`src/rtl/axi_wr_slave.sv`:
```
// axi_wr_slave: single-outstanding AXI write slave storing into a 32-bit word memory, plus a combinational peek port.
// Latency: AW accepted in IDLE, one cycle per W beat, bvalid the cycle after the final beat; period (awlen+1)+2.
// Backpressure: awready/wready/bvalid are pure state decodes; B is held stable until bready, no AW is taken meanwhile.
//
// Ports: aclk, areset (synchronous, active-high)
//        AW: awid, awaddr, awlen, awsize, awburst, awvalid / awready
//        W : wid, wdata, wstrb, wlast, wvalid / wready
//        B : bid, bresp, bvalid / bready
//        peek_addr / peek_data: zero-latency debug read of the word memory
module axi_wr_slave #(
    parameter int MEM_WORDS = 64
) (
    input  logic                         aclk,
    input  logic                         areset,
    input  logic [3:0]                   awid,
    input  logic [31:0]                  awaddr,
    input  logic [3:0]                   awlen,
    input  logic [2:0]                   awsize,
    input  logic [1:0]                   awburst,
    input  logic                         awvalid,
    output logic                         awready,
    input  logic [3:0]                   wid,
    input  logic [31:0]                  wdata,
    input  logic [3:0]                   wstrb,
    input  logic                         wlast,
    input  logic                         wvalid,
    output logic                         wready,
    output logic [3:0]                   bid,
    output logic [1:0]                   bresp,
    output logic                         bvalid,
    input  logic                         bready,
    input  logic [$clog2(MEM_WORDS)-1:0] peek_addr,
    output logic [31:0]                  peek_data
);

    localparam int          AW          = $clog2(MEM_WORDS);
    localparam logic [32:0] MEM_BYTES   = 33'(MEM_WORDS * 4);
    localparam logic [1:0]  RESP_OKAY   = 2'b00;
    localparam logic [1:0]  RESP_SLVERR = 2'b10;
    localparam logic [1:0]  RESP_DECERR = 2'b11;

    typedef enum logic [1:0] {
        IDLE = 2'd0,
        DATA = 2'd1,
        RESP = 2'd2
    } state_t;

    state_t state;
    state_t state_nxt;

    logic [31:0] mem [MEM_WORDS];

    // Burst context captured on the AW handshake.
    logic [3:0]    cap_id;
    logic [AW-1:0] cap_idx;
    logic [3:0]    cap_len;
    logic          cap_fixed;
    logic          cap_decerr;
    logic          cap_slverr;

    // Beat counter and sticky protocol error (wlast / wid mismatch).
    logic [3:0]    cnt;
    logic          proto_err;

    logic [32:0]   aw_end;
    logic          aw_decerr;
    logic          aw_slverr;
    logic          aw_hs;
    logic          w_hs;
    logic          last_beat;
    logic          beat_err;
    logic          mem_we;
    logic [AW-1:0] cur_idx;

    // Classification of the incoming burst. The end address is formed in
    // 33 bits so a burst that wraps the 32-bit space still decodes as DECERR.
    always_comb begin
        aw_end = {1'b0, awaddr};
        if (awburst != 2'b00) begin
            aw_end = aw_end + {27'd0, awlen, 2'b00};
        end
        aw_decerr = (aw_end >= MEM_BYTES);
        aw_slverr = (awsize != 3'b010) || awburst[1] || (awaddr[1:0] != 2'b00);
    end

    assign aw_hs     = (state == IDLE) && awvalid;
    assign w_hs      = (state == DATA) && wvalid;
    assign last_beat = (cnt == cap_len);

    // A beat is bad if wlast disagrees with the beat count or the ID drifts.
    // The burst still terminates on the counter, not on wlast.
    assign beat_err  = (wlast != last_beat) || (wid != cap_id);

    assign cur_idx   = cap_fixed ? cap_idx : (cap_idx + AW'(cnt));

    // Only bursts classified OKAY at AW time touch memory; protocol errors
    // detected during the data phase still write.
    assign mem_we    = w_hs && !cap_decerr && !cap_slverr && !areset;

    // State register.
    always_ff @(posedge aclk) begin
        if (areset) begin
            state <= IDLE;
        end else begin
            state <= state_nxt;
        end
    end

    // Next state and channel handshake outputs (state decodes only).
    always_comb begin
        state_nxt = state;
        awready   = 1'b0;
        wready    = 1'b0;
        bvalid    = 1'b0;
        case (state)
            IDLE: begin
                awready = 1'b1;
                if (awvalid) begin
                    state_nxt = DATA;
                end
            end
            DATA: begin
                wready = 1'b1;
                if (wvalid && last_beat) begin
                    state_nxt = RESP;
                end
            end
            RESP: begin
                bvalid = 1'b1;
                if (bready) begin
                    state_nxt = IDLE;
                end
            end
            default: begin
                state_nxt = IDLE;
            end
        endcase
    end

    // Burst context: no reset needed, always rewritten before use.
    always_ff @(posedge aclk) begin
        if (aw_hs && !areset) begin
            cap_id    <= awid;
            cap_idx   <= awaddr[AW+1:2];
            cap_len   <= awlen;
            cap_fixed <= (awburst == 2'b00);
        end
    end

    // Counter, error flags and the B channel payload.
    always_ff @(posedge aclk) begin
        if (areset) begin
            cnt        <= 4'd0;
            proto_err  <= 1'b0;
            cap_decerr <= 1'b0;
            cap_slverr <= 1'b0;
            bid        <= 4'd0;
            bresp      <= RESP_OKAY;
        end else begin
            if (aw_hs) begin
                cnt        <= 4'd0;
                proto_err  <= 1'b0;
                cap_decerr <= aw_decerr;
                cap_slverr <= aw_slverr;
            end
            if (w_hs) begin
                cnt       <= cnt + 4'd1;
                proto_err <= proto_err | beat_err;
                if (last_beat) begin
                    bid <= cap_id;
                    if (cap_decerr) begin
                        bresp <= RESP_DECERR;
                    end else if (cap_slverr || proto_err || beat_err) begin
                        bresp <= RESP_SLVERR;
                    end else begin
                        bresp <= RESP_OKAY;
                    end
                end
            end
        end
    end

    // Byte-enabled word memory; contents survive reset.
    always_ff @(posedge aclk) begin
        if (mem_we) begin
            for (int b = 0; b < 4; b++) begin
                if (wstrb[b]) begin
                    mem[cur_idx][8*b +: 8] <= wdata[8*b +: 8];
                end
            end
        end
    end

    assign peek_data = mem[peek_addr];

endmodule

```
`config.mk`:
```
export PLATFORM = sky130hd
export DESIGN_NAME = axi_wr_slave
export DESIGN_NICKNAME = d
export VERILOG_FILES = /design/src/rtl/axi_wr_slave.sv
export SDC_FILE = /design/constraint.sdc
export NUM_CORES = 2
export LEC_CHECK = 0
export ABC_CLOCK_PERIOD_IN_PS = 2950
export BUFFER_PORTS_ARGS = -buffer_cell sky130_fd_sc_hd__buf_2
export CORE_UTILIZATION = 40
export CTS_CLUSTER_SIZE = 14
export DETAILED_ROUTE_END_ITERATION = 7
export GPL_TIMING_DRIVEN = 1
export PLACE_DENSITY = 0.68
export SLEW_MARGIN = 10
export SYNTH_ARGS = -nofsm -noshare
export SYNTH_HDL_FRONTEND = slang
export SYNTH_SLANG_ARGS = --single-unit
```
`constraint.sdc`:
```
create_clock -name aclk -period 2.95 [get_ports aclk]
set_input_delay 0.295 -clock aclk [delete_from_list [all_inputs] [get_ports aclk]]
set_output_delay 0.295 -clock aclk [all_outputs]
set_load 0.01 [all_outputs]
```
# == Word-level counts from Yosys, hierarchy flattened ==
# Memories as Yosys holds them, arrays and structs flattened.
# Index checks and enable logic that the tools add are counted.
# classes
n_addsub,3
n_eq_ne,9
n_bitwise,1
muxes,27
n_lt_le_gt_ge,1
n_reduce_logical,22
# ops
op,n
$add A32 B6 Y33,1
$ge A33 B9 Y1 const B,1
$mux W33,1
$mux W1,17
$mux W2,5
$mux W4,2
$logic_and A1 B1 Y1,7
$add A6 B4 Y6,1
$mux W6,1
$pmux W2 S3,1
$reduce_bool A2 Y1,3
$logic_or A1 B1 Y1,5
$add A4 B1 Y4 const B,1
$eq A4 B4 Y1,1
$logic_not A2 Y1,2
$ne A2 B2 Y1 const B,2
$ne A4 B4 Y1,1
$logic_not A1 Y1,3
$ne A3 B2 Y1 const B,1
$reduce_and A3 Y1,1
$eq A2 B1 Y1 const B,1
$eq A2 B2 Y1 const B,1
$ne A2 B1 Y1 const B,1
$reduce_and A2 Y1,1
other kinds (2),2
# word_totals
ram_bits,2048
mem_count,1
out_inout_bits,41
register_bits,30
inputBits,97
word_cells,75
# memory_table
name,words,word_bits,rd,rd_clocked_by_memory_dff,wr,line_no,rtl
mem,64,32,1,0,1,51,logic [31:0] mem [MEM_WORDS];

# == Logic depth before layout (Yosys ltp) ==
# depth
ltp_word,7
ltp_mapped,10
ltp_nobuf,9

# == Worst setup path after synthesis ==
# No wires, ideal clock.
# synth_path
kind,flip-flop to flip-flop
start,register cap_idx[1]
end,"memory mem[3][16], enable pin"
slack_ps,150
stages_incl_launch_ff,10
t_required_ps,2580
arrival_time_ps,2430
period_less_slack_ps,2800
setup_ps,370
cell_sequence,edfxtp_1 > ha_1 > a21o_1 > a21oi_1 > nor2b_1 > o211a_1 > xnor2_1 > nand3_1 > clkbuf_1 > nor2_1
# synth_via
elab_chain_len,2
# synth_lines
item,line_no,rtl
from (decl),55,logic [AW-1:0] cap_idx;
from (signal assigned),144,cap_idx <= awaddr[AW+1:2];
$add A6 B4 Y6,94,assign cur_idx = cap_fixed ? cap_idx : (cap_idx + AW'(cnt));
$mux W6 (*),94,
to (decl),51,
# Every way passes the cells marked *; elsewhere a longest branch is shown, timed or not.

# == Worst setup path after layout ==
# layout_path
start,memory mem[58][31]
end,output port peek_data[31]
# layout_via
elab_chain_len,1
# layout_lines
item,line_no,rtl
$mem_v2 Z64 W32,n/a,
to (decl),33,output logic [31:0] peek_data
# No other way between the ends.

==> flow_metrics.env <==
export IMPL_syn_num_nets=3585
export IMPL_synth_seq_area_share=0.771
export IMPL_synthFlopType="edfxtp_1"
export IMPL_rsz0062_at_grt="yes"
export IMPL_gp_congestion=0.822
export IMPL_intPower_mw=48.5
export IMPL_sw_frac_of_total=0.209
export IMPL_synth_edf_count=2063
export IMPL_overflow=0
export IMPL_worst_slew_pin_transition_ps=1290
export IMPL_r2r_end="mem[20][23]"
export IMPL_cts_max_level=4
export IMPL_ant_nets=0
export IMPL_critPathMaxStageDelay_ps=590
export IMPL_place_ws_ps=-353
export IMPL_first_iter_violations=3910
export IMPL_cp_num_cells=4
export IMPL_stdcell_area_um2=97300
export IMPL_synth_area_leaders="edfxtp_1, mux4_2, nor2_1"
export IMPL_clkTransAtPathRegs_ps=60
export IMPL_yosys_warnings=0
export IMPL_cp_max_fo=2
export IMPL_setup_violations=83
export IMPL_startpoint_type="register"
export IMPL_track_usage=0.186
export IMPL_wl_per_cell_um=27.7
export IMPL_fill_cells=15759
export IMPL_worstReg2RegStart="cap_idx[0]"
export IMPL_r2r_cells=13
export IMPL_end_kind="primary output"
export IMPL_cp_required_ps=2650
export IMPL_syn_area_um2=80800
export IMPL_seqPwrFrac=0.530
export IMPL_clock_sinks=2078
export IMPL_yosys_area_top_type="edfxtp_1"
export IMPL_place_area_um2=88200
export IMPL_hold_viol_final=0
export IMPL_power_frac_clock=0.411
export IMPL_core_area_um2=200000
export IMPL_synth_async_reset_ratio=0
export IMPL_ir_drop_v=0.000551
export IMPL_vias_per_cell=5.57
export IMPL_power_density_nw_per_um2=630
export IMPL_drive_gt1_frac=0.412
export IMPL_initial_utilization=0.403
export IMPL_ys_ff_latch=2078
export IMPL_min_path_type="in2reg"
export IMPL_cts_tree="built"
export IMPL_fin_crit_sh=1.14
export IMPL_rrSetupSlack_ps=-140
export IMPL_dieArea_um2=204000
export IMPL_multi_input_area_um2=19200
export IMPL_grt_pass1_vias=39393
export IMPL_synth_top_area_share=0.767
export IMPL_crit_end="peek_data[31]"
export IMPL_fp_dieW_um=451
export IMPL_area_delta_synth_final_pct=20.5
export IMPL_path_cells="mux4_2, mux4_2, mux4_2, buf_6"
export IMPL_insertion_delay_ps=840
export IMPL_fmax_ghz=0.296
export IMPL_fin_tns_setup_ps=-13490
export IMPL_dp_hpwl_um=120000
export IMPL_fin_crit_ps=3380
export IMPL_leakage_nw=30.6
export IMPL_setup_slack_ps=-426
export IMPL_drt_wl_total_um=192000
export IMPL_numCtsBuffers=200
export IMPL_synth_distinct_cells=53
export IMPL_max_cap_violations=0
export IMPL_worst_path_buf_inv=1
export IMPL_critical_path_top_delay_family="multiplexers"
export IMPL_status="finished, violations left"
export IMPL_antenna_found_initial=13
export IMPL_power_frac_comb=0.059
export IMPL_critPathLaunch="mem[58][31]"
export IMPL_ioPinCount=138
export IMPL_crit_path_top_delay_cell="mux4_2"
export IMPL_nNetsFinal=4228
export IMPL_grt_max_degree=65
export IMPL_cpMostUsedCell="mux4_2"
export IMPL_die_h_um=451
export IMPL_synthCells=3477
export IMPL_worstPathArrival_ps=3080
export IMPL_violations="negative setup slack"
export IMPL_switchingPower_mw=12.8
export IMPL_fp_row_count=164
export IMPL_drv_slew=0
export IMPL_seq_area_um2=62300
export IMPL_root_buffer="clkbuf_16"
export IMPL_ctsLongestPathBuffers=3
export IMPL_skew_ps=30.7
export IMPL_critical_path_class="reg2out"
export IMPL_remaining_drc_errors=0
export IMPL_first_pass_iters=7
export IMPL_port_buffers=137
export IMPL_num_vias=38702
export IMPL_avgSynthCellArea_um2=23.2
export IMPL_grt_pass1_wl_um=276000
export IMPL_relSlewSlack=0.137
## power by group through the flow
stage	clock network (mW)	logic, mW	registers, mW
2_1_floorplan	0	1.63	33.1
3_3_place_gp	0	3.28	33.1
3_5_place_dp	0	3.32	33.1
4_1_cts	25.6	3.56	32.5
5_1_grt	26.6	3.79	32.5
6_report	25.2	3.62	32.5
## flip-flops by register name (all words and copies together), names as in the netlist
register    flops
bid             4
bresp           2
cap_decerr      1
cap_fixed       1
cap_id          4
cap_idx         6
cap_len         4
cap_slverr      1
cnt             4
mem          2048
proto_err       1
state           2
## worst min path at each step
| stage | from | end | slack (ps) | cells past startpoint |
|---|---|---|---|---|
| 2_1_floorplan | awid[0] | cap_id[0] | 390 | 0 |
| 3_3_place_gp | state[1] | state[0] | 450 | 1 |
| 3_5_place_dp | awid[0] | cap_id[0] | 470 | 1 |
| 4_1_cts | wdata[14] | mem[24][14] | 20 | 1 |
| 5_1_grt | wdata[14] | mem[50][14] | 40 | 1 |
| 6_report | wdata[12] | mem[54][12] | 50 | 1 |
## cells by family after synthesis
kind of cell             synth area share
XOR/XNOR                          0.00228
flip-flops                          0.771
AO/OA/AOI/OAI                     0.00482
buffers and inverters              0.0104
multiplexers                        0.188
AND/OR/NAND/NOR                    0.0218
adder cells (fa/ha/maj)           0.00189
## worst reg2reg max path: stages (launching register included)
cell and delay (ps):
edfxtp_1 420, ha_4 190, fa_2 410, a21o_1 200, a21oi_2 170, nor2_4 90, xor2_2 170, and2_4 210
nand2_4 90, buf_12 180, buf_12 180, buf_12 150, nor2_1 110, buf_6 190
## area by class of cell
type / count / share of cell area
Sequential cell: 2078 / 0.639
Multi-Input combinational cell: 1208 / 0.197
Timing Repair Buffer: 627 / 0.0630
Clock buffer: 255 / 0.0551
Tap cell: 2656 / 0.0341
Clock inverter: 111 / 0.0110
Inverter: 5 / 0.000193
Antenna cell: 5 / 0.000129
## metrics by stage
stage	hold slack [ps]	power, mW	std cells	utilization
floorplan	394	34.7	3477	-
global placement	447	36.4	6506	0.441
detailed placement	474	36.4	6506	0.441
CTS	15.5	61.6	6915	0.481
global route	40.8	62.9	6940	0.486
finish	53.3	61.3	6945	0.486
## placed cells by master, fill, tap and decap left out, types with 11 or more instances in the layout
cell type,instances
nor2_4,133
nor3_1,12
nor2_2,36
mux2_4,11
nor2_1,123
buf_4,309
clkbuf_16,208
edfxtp_1,2063
dlygate4sd3_1,41
bufinv_16,18
buf_12,90
clkinv_2,37
buf_2,96
dfxtp_1,14
nand2_1,49
clkinv_1,36
nand2_4,13
clkbuf_1,43
mux4_2,661
buf_6,80
mux2i_1,16
## Yosys cell counts (2+ instances only)
| library cell | count |
|---|---|
| a211oi_1 | 3 |
| a21o_1 | 3 |
| a21oi_1 | 7 |
| a22oi_1 | 2 |
| a31oi_1 | 6 |
| and2_1 | 9 |
| and3_1 | 4 |
| and4_1 | 2 |
| buf_1 | 32 |
| buf_2 | 45 |
| buf_4 | 12 |
| buf_6 | 3 |
| clkbuf_1 | 94 |
| dfxtp_1 | 15 |
| edfxtp_1 | 2063 |
| fa_1 | 2 |
| ha_1 | 9 |
| inv_1 | 5 |
| mux2_2 | 12 |
| mux2i_1 | 18 |
| mux4_2 | 661 |
| nand2_1 | 66 |
| nand3_1 | 10 |
| nand4_1 | 8 |
| nor2_1 | 292 |
| nor2b_1 | 4 |
| nor3_1 | 12 |
| nor3b_1 | 3 |
| nor4_1 | 6 |
| nor4b_1 | 2 |
| o2111ai_1 | 2 |
| o21a_1 | 4 |
| o21ai_0 | 20 |
| or4_1 | 3 |
| xnor2_1 | 10 |
| xor2_1 | 11 |
## timing repair
action / 4_1_cts / 5_1_grt
cloned: 0 / 6
hold endpoints to repair: 215 / 16
gates resized for setup: 344 / 147
hold buffers: 40 / 1
pin swaps: 3 / 31
setup buffers: 4 / 17
setup endpoints to repair: 1337 / 544
## layer usage
layer	wire, um	track usage
met2	93200	0.297
met4	5750	0.0573
met3	15500	0.0389
met5	90	0
met1	77700	0.258
(Power assumes the default switching activity.)
